$ cat src/rtl/dec_ctrl_pkg.sv
// Shared types and constants for the decoder request scheduler.
package dec_ctrl_pkg;

  typedef enum logic [1:0] {
    IDLE   = 2'd0,
    DECODE = 2'd1,
    RESP   = 2'd2
  } state_e;

  localparam logic [1:0] NUM_ERR_NONE   = 2'b00;
  localparam logic [1:0] NUM_ERR_SINGLE = 2'b01;
  localparam logic [1:0] NUM_ERR_DOUBLE = 2'b10;

  // 2'b11 never comes from a healthy datapath; treat it as uncorrectable.
  function automatic logic is_uncorrectable(input logic [1:0] n);
    return n[1];
  endfunction

endpackage

$ cat src/rtl/dec_req_scheduler_if.sv
// Requester and response handshake bundle for the decoder scheduler.
interface dec_req_scheduler_if #(parameter int DATA_WIDTH = 32);
  logic                  req0_valid;
  logic                  req0_ready;
  logic [DATA_WIDTH-1:0] req0_codeword;
  logic                  req1_valid;
  logic                  req1_ready;
  logic [DATA_WIDTH-1:0] req1_codeword;
  logic                  rsp_valid;
  logic                  rsp_ready;
  logic                  rsp_id;
  logic [DATA_WIDTH-1:0] rsp_data;
  logic [1:0]            rsp_num_of_errors;

  modport slave (
    input  req0_valid, req0_codeword, req1_valid, req1_codeword, rsp_ready,
    output req0_ready, req1_ready, rsp_valid, rsp_id, rsp_data, rsp_num_of_errors
  );

  modport master (
    output req0_valid, req0_codeword, req1_valid, req1_codeword, rsp_ready,
    input  req0_ready, req1_ready, rsp_valid, rsp_id, rsp_data, rsp_num_of_errors
  );
endinterface

$ cat src/rtl/dec_rr_arbiter.sv
// Two-way round-robin grant; the last-grant pointer lives in the parent.
module dec_rr_arbiter (
  input  logic [1:0] valids,
  input  logic       last_grant,
  input  logic       enable,
  output logic       grant,
  output logic       grant_valid
);

  always_comb begin
    grant_valid = enable & (|valids);
    if (&valids) grant = ~last_grant;
    else         grant = valids[1];
  end

endmodule

$ cat src/rtl/dec_req_scheduler.sv
// Arbitrates two codeword requesters onto the external decode datapath and
// returns tagged results with saturating error statistics.
module dec_req_scheduler
  import dec_ctrl_pkg::*;
#(
  parameter int DATA_WIDTH = 32,
  parameter int CNT_WIDTH  = 16
) (
  input  logic                  clk,
  input  logic                  rst,
  dec_req_scheduler_if.slave    bus,
  output logic [DATA_WIDTH-1:0] dp_codeword,
  input  logic [1:0]            dp_num_of_errors,
  input  logic [DATA_WIDTH-1:0] dp_data_out,
  input  logic                  cnt_clear,
  output logic [CNT_WIDTH-1:0]  single_err_cnt,
  output logic [CNT_WIDTH-1:0]  double_err_cnt,
  output logic                  busy
);

  state_e                state_q, state_d;
  logic                  last_grant_q, last_grant_d;
  logic [DATA_WIDTH-1:0] dp_codeword_q, dp_codeword_d;
  logic                  rsp_id_q, rsp_id_d;
  logic [DATA_WIDTH-1:0] rsp_data_q, rsp_data_d;
  logic [1:0]            rsp_nerr_q, rsp_nerr_d;
  logic                  rsp_valid_q, rsp_valid_d;
  logic                  busy_q, busy_d;
  logic [CNT_WIDTH-1:0]  single_q, single_d;
  logic [CNT_WIDTH-1:0]  double_q, double_d;

  logic grant, grant_valid;

  // Gating with rst keeps both readys low while reset is held.
  dec_rr_arbiter u_arb (
    .valids      ({bus.req1_valid, bus.req0_valid}),
    .last_grant  (last_grant_q),
    .enable      ((state_q == IDLE) & rst),
    .grant       (grant),
    .grant_valid (grant_valid)
  );

  assign bus.req0_ready = grant_valid & ~grant;
  assign bus.req1_ready = grant_valid &  grant;

  always_comb begin
    state_d       = state_q;
    last_grant_d  = last_grant_q;
    dp_codeword_d = dp_codeword_q;
    rsp_id_d      = rsp_id_q;
    rsp_data_d    = rsp_data_q;
    rsp_nerr_d    = rsp_nerr_q;
    rsp_valid_d   = rsp_valid_q;
    busy_d        = busy_q;
    case (state_q)
      IDLE: if (grant_valid) begin
        state_d       = DECODE;
        dp_codeword_d = grant ? bus.req1_codeword : bus.req0_codeword;
        rsp_id_d      = grant;
        last_grant_d  = grant;
        busy_d        = 1'b1;
      end
      DECODE: begin
        state_d     = RESP;
        rsp_data_d  = dp_data_out;
        rsp_nerr_d  = dp_num_of_errors;
        rsp_valid_d = 1'b1;
      end
      RESP: if (bus.rsp_ready) begin
        state_d     = IDLE;
        rsp_valid_d = 1'b0;
        busy_d      = 1'b0;
      end
      default: begin
        state_d     = IDLE;
        rsp_valid_d = 1'b0;
        busy_d      = 1'b0;
      end
    endcase
  end

  // Clear dominates a same-cycle increment; both counters stick at all-ones.
  always_comb begin
    single_d = single_q;
    double_d = double_q;
    if (cnt_clear) begin
      single_d = '0;
      double_d = '0;
    end else if (state_q == DECODE) begin
      if (dp_num_of_errors == NUM_ERR_SINGLE && single_q != '1)
        single_d = single_q + CNT_WIDTH'(1);
      if (is_uncorrectable(dp_num_of_errors) && double_q != '1)
        double_d = double_q + CNT_WIDTH'(1);
    end
  end

  always_ff @(posedge clk or negedge rst) begin
    if (!rst) begin
      state_q       <= IDLE;
      last_grant_q  <= 1'b1;
      dp_codeword_q <= '0;
      rsp_id_q      <= 1'b0;
      rsp_data_q    <= '0;
      rsp_nerr_q    <= NUM_ERR_NONE;
      rsp_valid_q   <= 1'b0;
      busy_q        <= 1'b0;
      single_q      <= '0;
      double_q      <= '0;
    end else begin
      state_q       <= state_d;
      last_grant_q  <= last_grant_d;
      dp_codeword_q <= dp_codeword_d;
      rsp_id_q      <= rsp_id_d;
      rsp_data_q    <= rsp_data_d;
      rsp_nerr_q    <= rsp_nerr_d;
      rsp_valid_q   <= rsp_valid_d;
      busy_q        <= busy_d;
      single_q      <= single_d;
      double_q      <= double_d;
    end
  end

  assign dp_codeword           = dp_codeword_q;
  assign bus.rsp_valid         = rsp_valid_q;
  assign bus.rsp_id            = rsp_id_q;
  assign bus.rsp_data          = rsp_data_q;
  assign bus.rsp_num_of_errors = rsp_nerr_q;
  assign single_err_cnt        = single_q;
  assign double_err_cnt        = double_q;
  assign busy                  = busy_q;

endmodule

$ cat src/flat_wrapper.sv
// flat-port wrapper written by rule: the top's interface ports become plain ports
module dec_req_scheduler_flat import dec_ctrl_pkg::*;
#(
  parameter int DATA_WIDTH = 32,
  parameter int CNT_WIDTH  = 16
)
  (clk, rst, dp_codeword, dp_num_of_errors, dp_data_out, cnt_clear, single_err_cnt, double_err_cnt, busy, bus_req0_valid, bus_req0_codeword, bus_req1_valid, bus_req1_codeword, bus_rsp_ready, bus_req0_ready, bus_req1_ready, bus_rsp_valid, bus_rsp_id, bus_rsp_data, bus_rsp_num_of_errors);
  dec_req_scheduler_if #(.DATA_WIDTH(DATA_WIDTH)) bus_i ();
  input  logic clk;
  input  logic rst;
  output logic [DATA_WIDTH-1:0] dp_codeword;
  input  logic [1:0] dp_num_of_errors;
  input  logic [DATA_WIDTH-1:0] dp_data_out;
  input  logic cnt_clear;
  output logic [CNT_WIDTH-1:0] single_err_cnt;
  output logic [CNT_WIDTH-1:0] double_err_cnt;
  output logic busy;
  input wire logic [$bits(bus_i.req0_valid)-1:0] bus_req0_valid;
  input wire logic [$bits(bus_i.req0_codeword)-1:0] bus_req0_codeword;
  input wire logic [$bits(bus_i.req1_valid)-1:0] bus_req1_valid;
  input wire logic [$bits(bus_i.req1_codeword)-1:0] bus_req1_codeword;
  input wire logic [$bits(bus_i.rsp_ready)-1:0] bus_rsp_ready;
  output wire logic [$bits(bus_i.req0_ready)-1:0] bus_req0_ready;
  output wire logic [$bits(bus_i.req1_ready)-1:0] bus_req1_ready;
  output wire logic [$bits(bus_i.rsp_valid)-1:0] bus_rsp_valid;
  output wire logic [$bits(bus_i.rsp_id)-1:0] bus_rsp_id;
  output wire logic [$bits(bus_i.rsp_data)-1:0] bus_rsp_data;
  output wire logic [$bits(bus_i.rsp_num_of_errors)-1:0] bus_rsp_num_of_errors;
  assign bus_i.req0_valid = bus_req0_valid;
  assign bus_i.req0_codeword = bus_req0_codeword;
  assign bus_i.req1_valid = bus_req1_valid;
  assign bus_i.req1_codeword = bus_req1_codeword;
  assign bus_i.rsp_ready = bus_rsp_ready;
  assign bus_req0_ready = bus_i.req0_ready;
  assign bus_req1_ready = bus_i.req1_ready;
  assign bus_rsp_valid = bus_i.rsp_valid;
  assign bus_rsp_id = bus_i.rsp_id;
  assign bus_rsp_data = bus_i.rsp_data;
  assign bus_rsp_num_of_errors = bus_i.rsp_num_of_errors;
  dec_req_scheduler #(.DATA_WIDTH(DATA_WIDTH), .CNT_WIDTH(CNT_WIDTH)) u_core (.clk(clk), .rst(rst), .bus(bus_i), .dp_codeword(dp_codeword), .dp_num_of_errors(dp_num_of_errors), .dp_data_out(dp_data_out), .cnt_clear(cnt_clear), .single_err_cnt(single_err_cnt), .double_err_cnt(double_err_cnt), .busy(busy));
endmodule
$ cat config.mk
export PLATFORM = sky130hd
export DESIGN_NAME = dec_req_scheduler_flat
export DESIGN_NICKNAME = d
export VERILOG_FILES = /design/src/rtl/dec_ctrl_pkg.sv /design/src/rtl/dec_req_scheduler_if.sv /design/src/rtl/dec_rr_arbiter.sv /design/src/rtl/dec_req_scheduler.sv /design/src/flat_wrapper.sv
export SDC_FILE = /design/constraint.sdc
export NUM_CORES = 1
export LEC_CHECK = 0
export CORE_ASPECT_RATIO = 1.75
export CORE_MARGIN = 2
export CORE_UTILIZATION = 46
export DETAILED_ROUTE_END_ITERATION = 6
export PLACE_DENSITY = 0.86
export SLEW_MARGIN = 20
export SYNTH_ARGS = -nofsm -noshare
export SYNTH_HDL_FRONTEND = slang
export SYNTH_SLANG_ARGS = --single-unit
$ cat constraint.sdc
create_clock -name clk -period 5.75 [get_ports clk]
set_clock_uncertainty 0.1 [all_clocks]
set_input_delay 0.575 -clock clk [delete_from_list [all_inputs] [get_ports clk]]
set_output_delay 0.575 -clock clk [all_outputs]
set_load 0.005 [all_outputs]
==> flow_summary.yaml <==
grt:
  grt_pass1_wl_um: 21200
  grt_overflow: 0
  track_usage_pct: 24.4
  grt_max_degree: 68
  grt_pass1_vias: 4384
  antenna_found_initial: 0
timing:
  layout_min_cycle_time_ps: 3140
  fmax_ghz: 0.319
  holdWs_ps: 121
  report.final.slew_viol_count: 0
  report.final.hold_viol_count: 0
  period_share_pct: 54.5
  slew_headroom_pct: 34.8
  tightest_slew_ps: 976
  rsz0062_at_grt: "no"
  setup_violations: 0
  timing.setup.tns_ps: 0
clock_network:
  clkSinkCount: 104
  cts_buffer_depth: 2
  cts.reportedPaths.clkPinSlew_ps: 70
  clock-root-buffer: "clkbuf_16"
  cts-htree-levels: 3
  clk-insertion-delay-late_ps: 350
  post-cts-setup-buffers: 0
  post_cts_resized: 0
  hold_buffers: 0
  cts_buffers: 9
  cts_tree: "built"
power:
  seqPwrFrac_pct: 41.9
  cellPowerDensity_nw_per_um2: 365
  peakVddDrop_mv: 0.253
  swShare_pct: 28.6
  pwr-share-clk_pct: 22.4
  p_sw_w: 0.000759
  power.internal_w: 0.00190
  p_leak_nw: 3.01
  p_comb_share_pct: 35.7
synthesis:
  ys_types: 38
  synth_nets: 540
  synth-edff-count: 0
  synth_top_area_share_pct: 53.5
  synthTopCellsByCount: "dfrtp_1, nand2_1, mux2_2"
  synth-seq-cells: 104
  syn_inst: 434
  synth_warnings: 0
  syn_area_sq_um: 4810
  synth_area_leaders: "dfrtp_1, mux2_2, mux2i_1, o21ai_0, nand2_1"
  synth.most_common_cell: "dfrtp_1"
  ys.flop_type: "dfrtp_1"
  synth_seq_area_share_pct: 54.1
  synth_area_leader_cell: "dfrtp_1"
  synthArstFlopShare_pct: 100
  synth.avg_cell_area_sq_um: 11.1
critical_path:
  crit_path_start_kind: "input port"
  cp-end-kind: "primary output"
  critical_path_class: "in2out"
  crit_required_ps: 5080
  path_max_fanout: 67
  cp.arrival_ps: 2460
drt:
  ant_nets: 0
  vias: 4223
  wl_per_cell_um: 17.4
  first_iter_violations: 165
  drc: 0
  viasPerCell: 5.53
  drt-pass1-iter-count: 4
  routed_wl_um: 13300
finish:
  final_cell_area_sq_um: 7270
  area_delta_synth_final_pct: 51.1
  instances_no_fill: 764
  drive_gt1_share_pct: 10.7
  post-route-util_pct: 71.0
  finalNetCount: 738
  diodes: 0
  fillers: 747
floorplan:
  die_width_um: 81.3
  ioPinCount: 207
  die_y_um: 139
  start_util_pct: 47.0
  die_area_sq_um: 11300
  rows: 49
  coreArea_sq_um: 10200
placement:
  placed_area_sq_um: 6990
  portBuffers: 206
  dp_cells: 748
  place.gp.congestion: 0.803
  hpwl_um: 10200
job:
  cap_violations: 0
status:
  outcome: "finished, final reports clean"
min_path:
  hold_path_class: "in2async"
cells by family after synthesis:
kind of cell	count (synthesis)	synth area share (%)
AO/OA/AOI/OAI	88	10.6
buffers and inverters	32	2.70
adder cells (fa/ha/maj)	2	0.520
flip-flops	104	54.1
multiplexers	74	16.4
AND/OR/NAND/NOR	134	15.7
through the flow:
| step | power, W | setup WS (ps) |
|---|---|---|
| final | 0.00266 | 2610 |
| after global routing | 0.00280 | 2460 |
| after CTS | 0.00269 | 2620 |
| after detailed placement | 0.00208 | 2620 |
| after global placement | 0.00205 | 2660 |
| after floorplan | 0.00141 | 3730 |
layout make-up:
type | count | area (sq um) | area share, %
clock buffer | 11 | 243 | 3.34
multi-input combinational | 298 | 2100 | 28.9
clock inverter | 5 | 45.0 | 0.619
timing repair buffer | 210 | 2090 | 28.7
tap | 127 | 159 | 2.18
sequential | 104 | 2600 | 35.8
inverter | 9 | 33.8 | 0.464
worst max-delay path, stage by stage:
cell	delay (ps)
clkdlybuf4s50_1	460
o211ai_1	310
buf_4	520
nor2_1	120
clkdlybuf4s50_1	460
path summary, 6_finish.rpt:
check                                       start                   endpoint  slack [ps]  cells after the start
max                                bus_req0_valid             bus_req0_ready        2610                      5
min                                           rst  u_core.double_err_cnt[12]         120                      1
max reg2reg                     u_core.state_q[0]   u_core.double_err_cnt[0]        3330                      4
min reg2reg                u_core.dp_codeword[26]     u_core.dp_codeword[26]         380                      2
max in group asynchronous                     rst      u_core.dp_codeword[7]        4260                      2
min in group clk           u_core.dp_codeword[26]     u_core.dp_codeword[26]         380                      2
registers in the layout (all words and copies together), names as in the netlist:
name and flops:
u_core.bus.rsp_data 32, u_core.dp_codeword 32, u_core.double_err_cnt 16, u_core.single_err_cnt 16, u_core.bus.rsp_num_of_errors 2, u_core.state_q 2, u_core.bus.rsp_id 1, u_core.bus.rsp_valid 1
u_core.busy 1, u_core.last_grant_q 1
placed cells by master (no fill, tap or decap), types with 2 or more instances in the layout:
master           instances
clkdlybuf4s50_1        205
dfrtp_1                103
nand2_1                 41
mux2_2                  40
o21ai_0                 38
mux2i_1                 34
a21oi_1                 22
nor2_1                  16
or4_1                   13
o31ai_1                 11
nand4_1                  9
inv_1                    9
clkbuf_16                9
nand3_1                  8
nor2b_1                  7
and3_1                   6
or3_1                    6
nand2b_1                 6
a211oi_1                 5
nor4_1                   5
buf_4                    5
and4_1                   4
nor3_1                   4
a31oi_1                  3
a21o_1                   3
nand4_2                  2
o41ai_1                  2
ha_1                     2
inv_6                    2
layer usage:
| layer | wire length [um] | GRT usage, % | vias to the layer above |
|---|---|---|---|
| met2 | 7330 | 44.3 | 184 |
| met5 | 0 | 0 | - |
| li1 | - | - | 1979 |
| met3 | 1150 | 7.98 | 12 |
| met1 | 4650 | 25.8 | 2048 |
| met4 | 174 | 7.85 | 0 |
power by group through the flow:
stage	registers, W	clock network, W	logic, W
CTS	0.00112	0.000601	0.000968
detailed placement	0.00112	0	0.000959
finish	0.00111	0.000595	0.000950
global route	0.00114	0.000630	0.00102
global placement	0.00111	0	0.000939
floorplan	0.00112	0	0.000289
No activity file was read; power rests on OpenSTA's default activity.
==> edit (same settings) <==
Encoding of `state_e`: now one-hot (3 bits for 3 states).
--- a/src/rtl/dec_ctrl_pkg.sv
+++ b/src/rtl/dec_ctrl_pkg.sv
@@ -3,6 +3,6 @@
 
-  typedef enum logic [1:0] {
-    IDLE   = 2'd0,
-    DECODE = 2'd1,
-    RESP   = 2'd2
+  typedef enum logic [2:0] {
+    IDLE   = 3'b001,
+    DECODE = 3'b010,
+    RESP   = 3'b100
   } state_e;
Check against the original RTL: no difference found for any inputs over 10 cycles, from zero or initial values and one cycle with rst low; not proved beyond that.
==> edit against the original RTL <==
- routed wire length increased by 5.2%
- worst setup slack got worse by 0.0074 ns
- sequential cell count increased by 1
- cell area decreased by 0.55%
- area after synthesis decreased by 1.4%
- die area decreased by 1.3%
- total power increased by 1.5%
- critical path depth unchanged
==> edit: results (changes against the original RTL) <==
Placed design
  • Routability Congestion: 0.8184 (+1.9%)
  • Post-DP HPWL: 10.34 mm (+1.1%)
  • Cell area after placement: 6933 µm² (-0.75%)
  • Port bufs: 206 (unchanged)
  • Post-Place Setup Slack: 2.584 ns (-0.03297 ns)
  • Cell Count Post-Placement: 725 (-3.1%)

Finish
  • Share of final-layout standard cells stronger than drive strength 1: 12.70% (+2.0 points)
  • Antenna Cells: 0 (unchanged)
  • Count of filler cells inserted in the layout: 763 (+2.1%)
  • Layout net count: 715 (-3.1%)
  • Post-route insts no fill: 741 (-3.0%)

Clocking
  • Post-CTS sizing: 0 (unchanged)
  • Number of H-tree levels: 3 (unchanged)
  • Setup Buffers After CTS: 0 (unchanged)
  • Clock root buffer: clkbuf_16

Logic synthesis
  • Sequential share of the synthesized area: 55.39% (+1.3 points)
  • Most area-consuming cells after synthesis: dfrtp_1 54%, mux2_2 8.8%, a222oi_1 6.7%
  • List of most frequent post-synthesis cells: 103 x dfrtp_1, 38 x inv_1, 37 x mux2_2, 32 x a222oi_1, 24 x a21oi_1
  • Unique cell type count in the Yosys netlist: 50 (+32%)
  • Mean cell area of the mapped netlist: 11.70 µm² (+5.4%)
  • Net count after synthesis: 512 (-5.2%)
  • Async S/R FF share, synth: 100.0% (unchanged)

Global route
  • First-pass GRT wire length: 22.03 mm (+4.1%)
  • Overall track demand over capacity in global routing: 25.37% (+0.94 points)
  • Grt met2 use: 43.32% (-0.94 points)
  • Largest net degree at the start of global routing: 63 (-7.4%)
  • Vias in the first global route: 4386 (+0.046%)
  • Global-route met1 utilization: 28.17% (+2.4 points)
  • Met3 Usage GRT: 5.418% (-2.6 points)

Route
  • Wire length on met1: 5.047 mm (+8.6%)
  • Wire length per cell after detailed routing: 18.89 µm (+8.5%)
  • Met3 Wirelength: 960 µm (-17%)
  • Top sig layer: met4
  • Amount of wire on met2 after detailed routing: 7.362 mm (+0.46%)
  • Number of optimization iterations in the first detailed-route pass: 7 (+3)
  • Via total after detailed routing: 4274 (+1.2%)
  • Detailed router's first-iteration violation count: 266 (+61%)

STA
  • Hold violation count in the final report: 0 (unchanged)
  • Pin slew with the least headroom to its limit: 0.8988 ns (-0.07714 ns)
  • Final Hold Slack: 0.1116 ns (-0.009867 ns)
  • Setup WS post-layout: 2.607 ns (-0.007360 ns)

Setup path
  • Setup slack of the worst register-to-register path: 3.32 ns (about the same)
  • Max incr delay on CP: 0.58 ns (+0.06 ns)
  • CP max stage cell: clkdlybuf4s50_1
  • Critical path startpoint: rst
  • Worst R2R Start: u_core.state_q[2]
  • Crit path max fanout: 45 (-33%)
  • Worst R2R End: u_core.single_err_cnt[14]

Power
  • Clock group total power: 0.000604 W (+2%)
  • Total power after layout: 0.002697 W (+1.5%)
  • Max VDD drop: 0.0002690 V (+6.2%)
  • Static Leakage: 3.045 nW (+1.3%)
  • Net switching fraction of the power: 27.11% (-1.5 points)
  • Reported combinational group power: 0.000964 W (+1%)

Status
  • Result of the run: complete, no violations
-- edit: cell types whose count changed in the layout (fill, tap and decap cells not counted), moves of 3 or more --
cell	change
a211oi_1	-3
inv_1	+29
nor4_1	-4
nand4_1	-4
mux2i_1	-32
a222oi_1	+32
mux2_2	-3
nand3_1	+3
o21ai_0	-29
nor2_1	-5
nand2_1	-26
o31ai_1	+3
buf_4	+3
-- edit: cell type report --
class / instances / area, µm² / share of cell area (%)
Tap cell: 127 / 158.9 / 2.197
Clock buffer: 12 / 266.5 / 3.684
Clock inverter: 4 / 33.78 / 0.4670
Inverter: 38 / 142.6 / 1.972
Timing Repair Buffer: 213 / 2112 / 29.20
Sequential cell: 105 / 2630 / 36.36
Multi-Input combinational cell: 242 / 1889 / 26.12
-- edit: logic make-up after synthesis --
group                    synth area share, %
flip-flops                             55.39
buffers and inverters                  5.033
multiplexers                           9.196
AND/OR/NAND/NOR                        15.49
adder cells (fa/ha/maj)               0.5269
AO/OA/AOI/OAI                          14.36
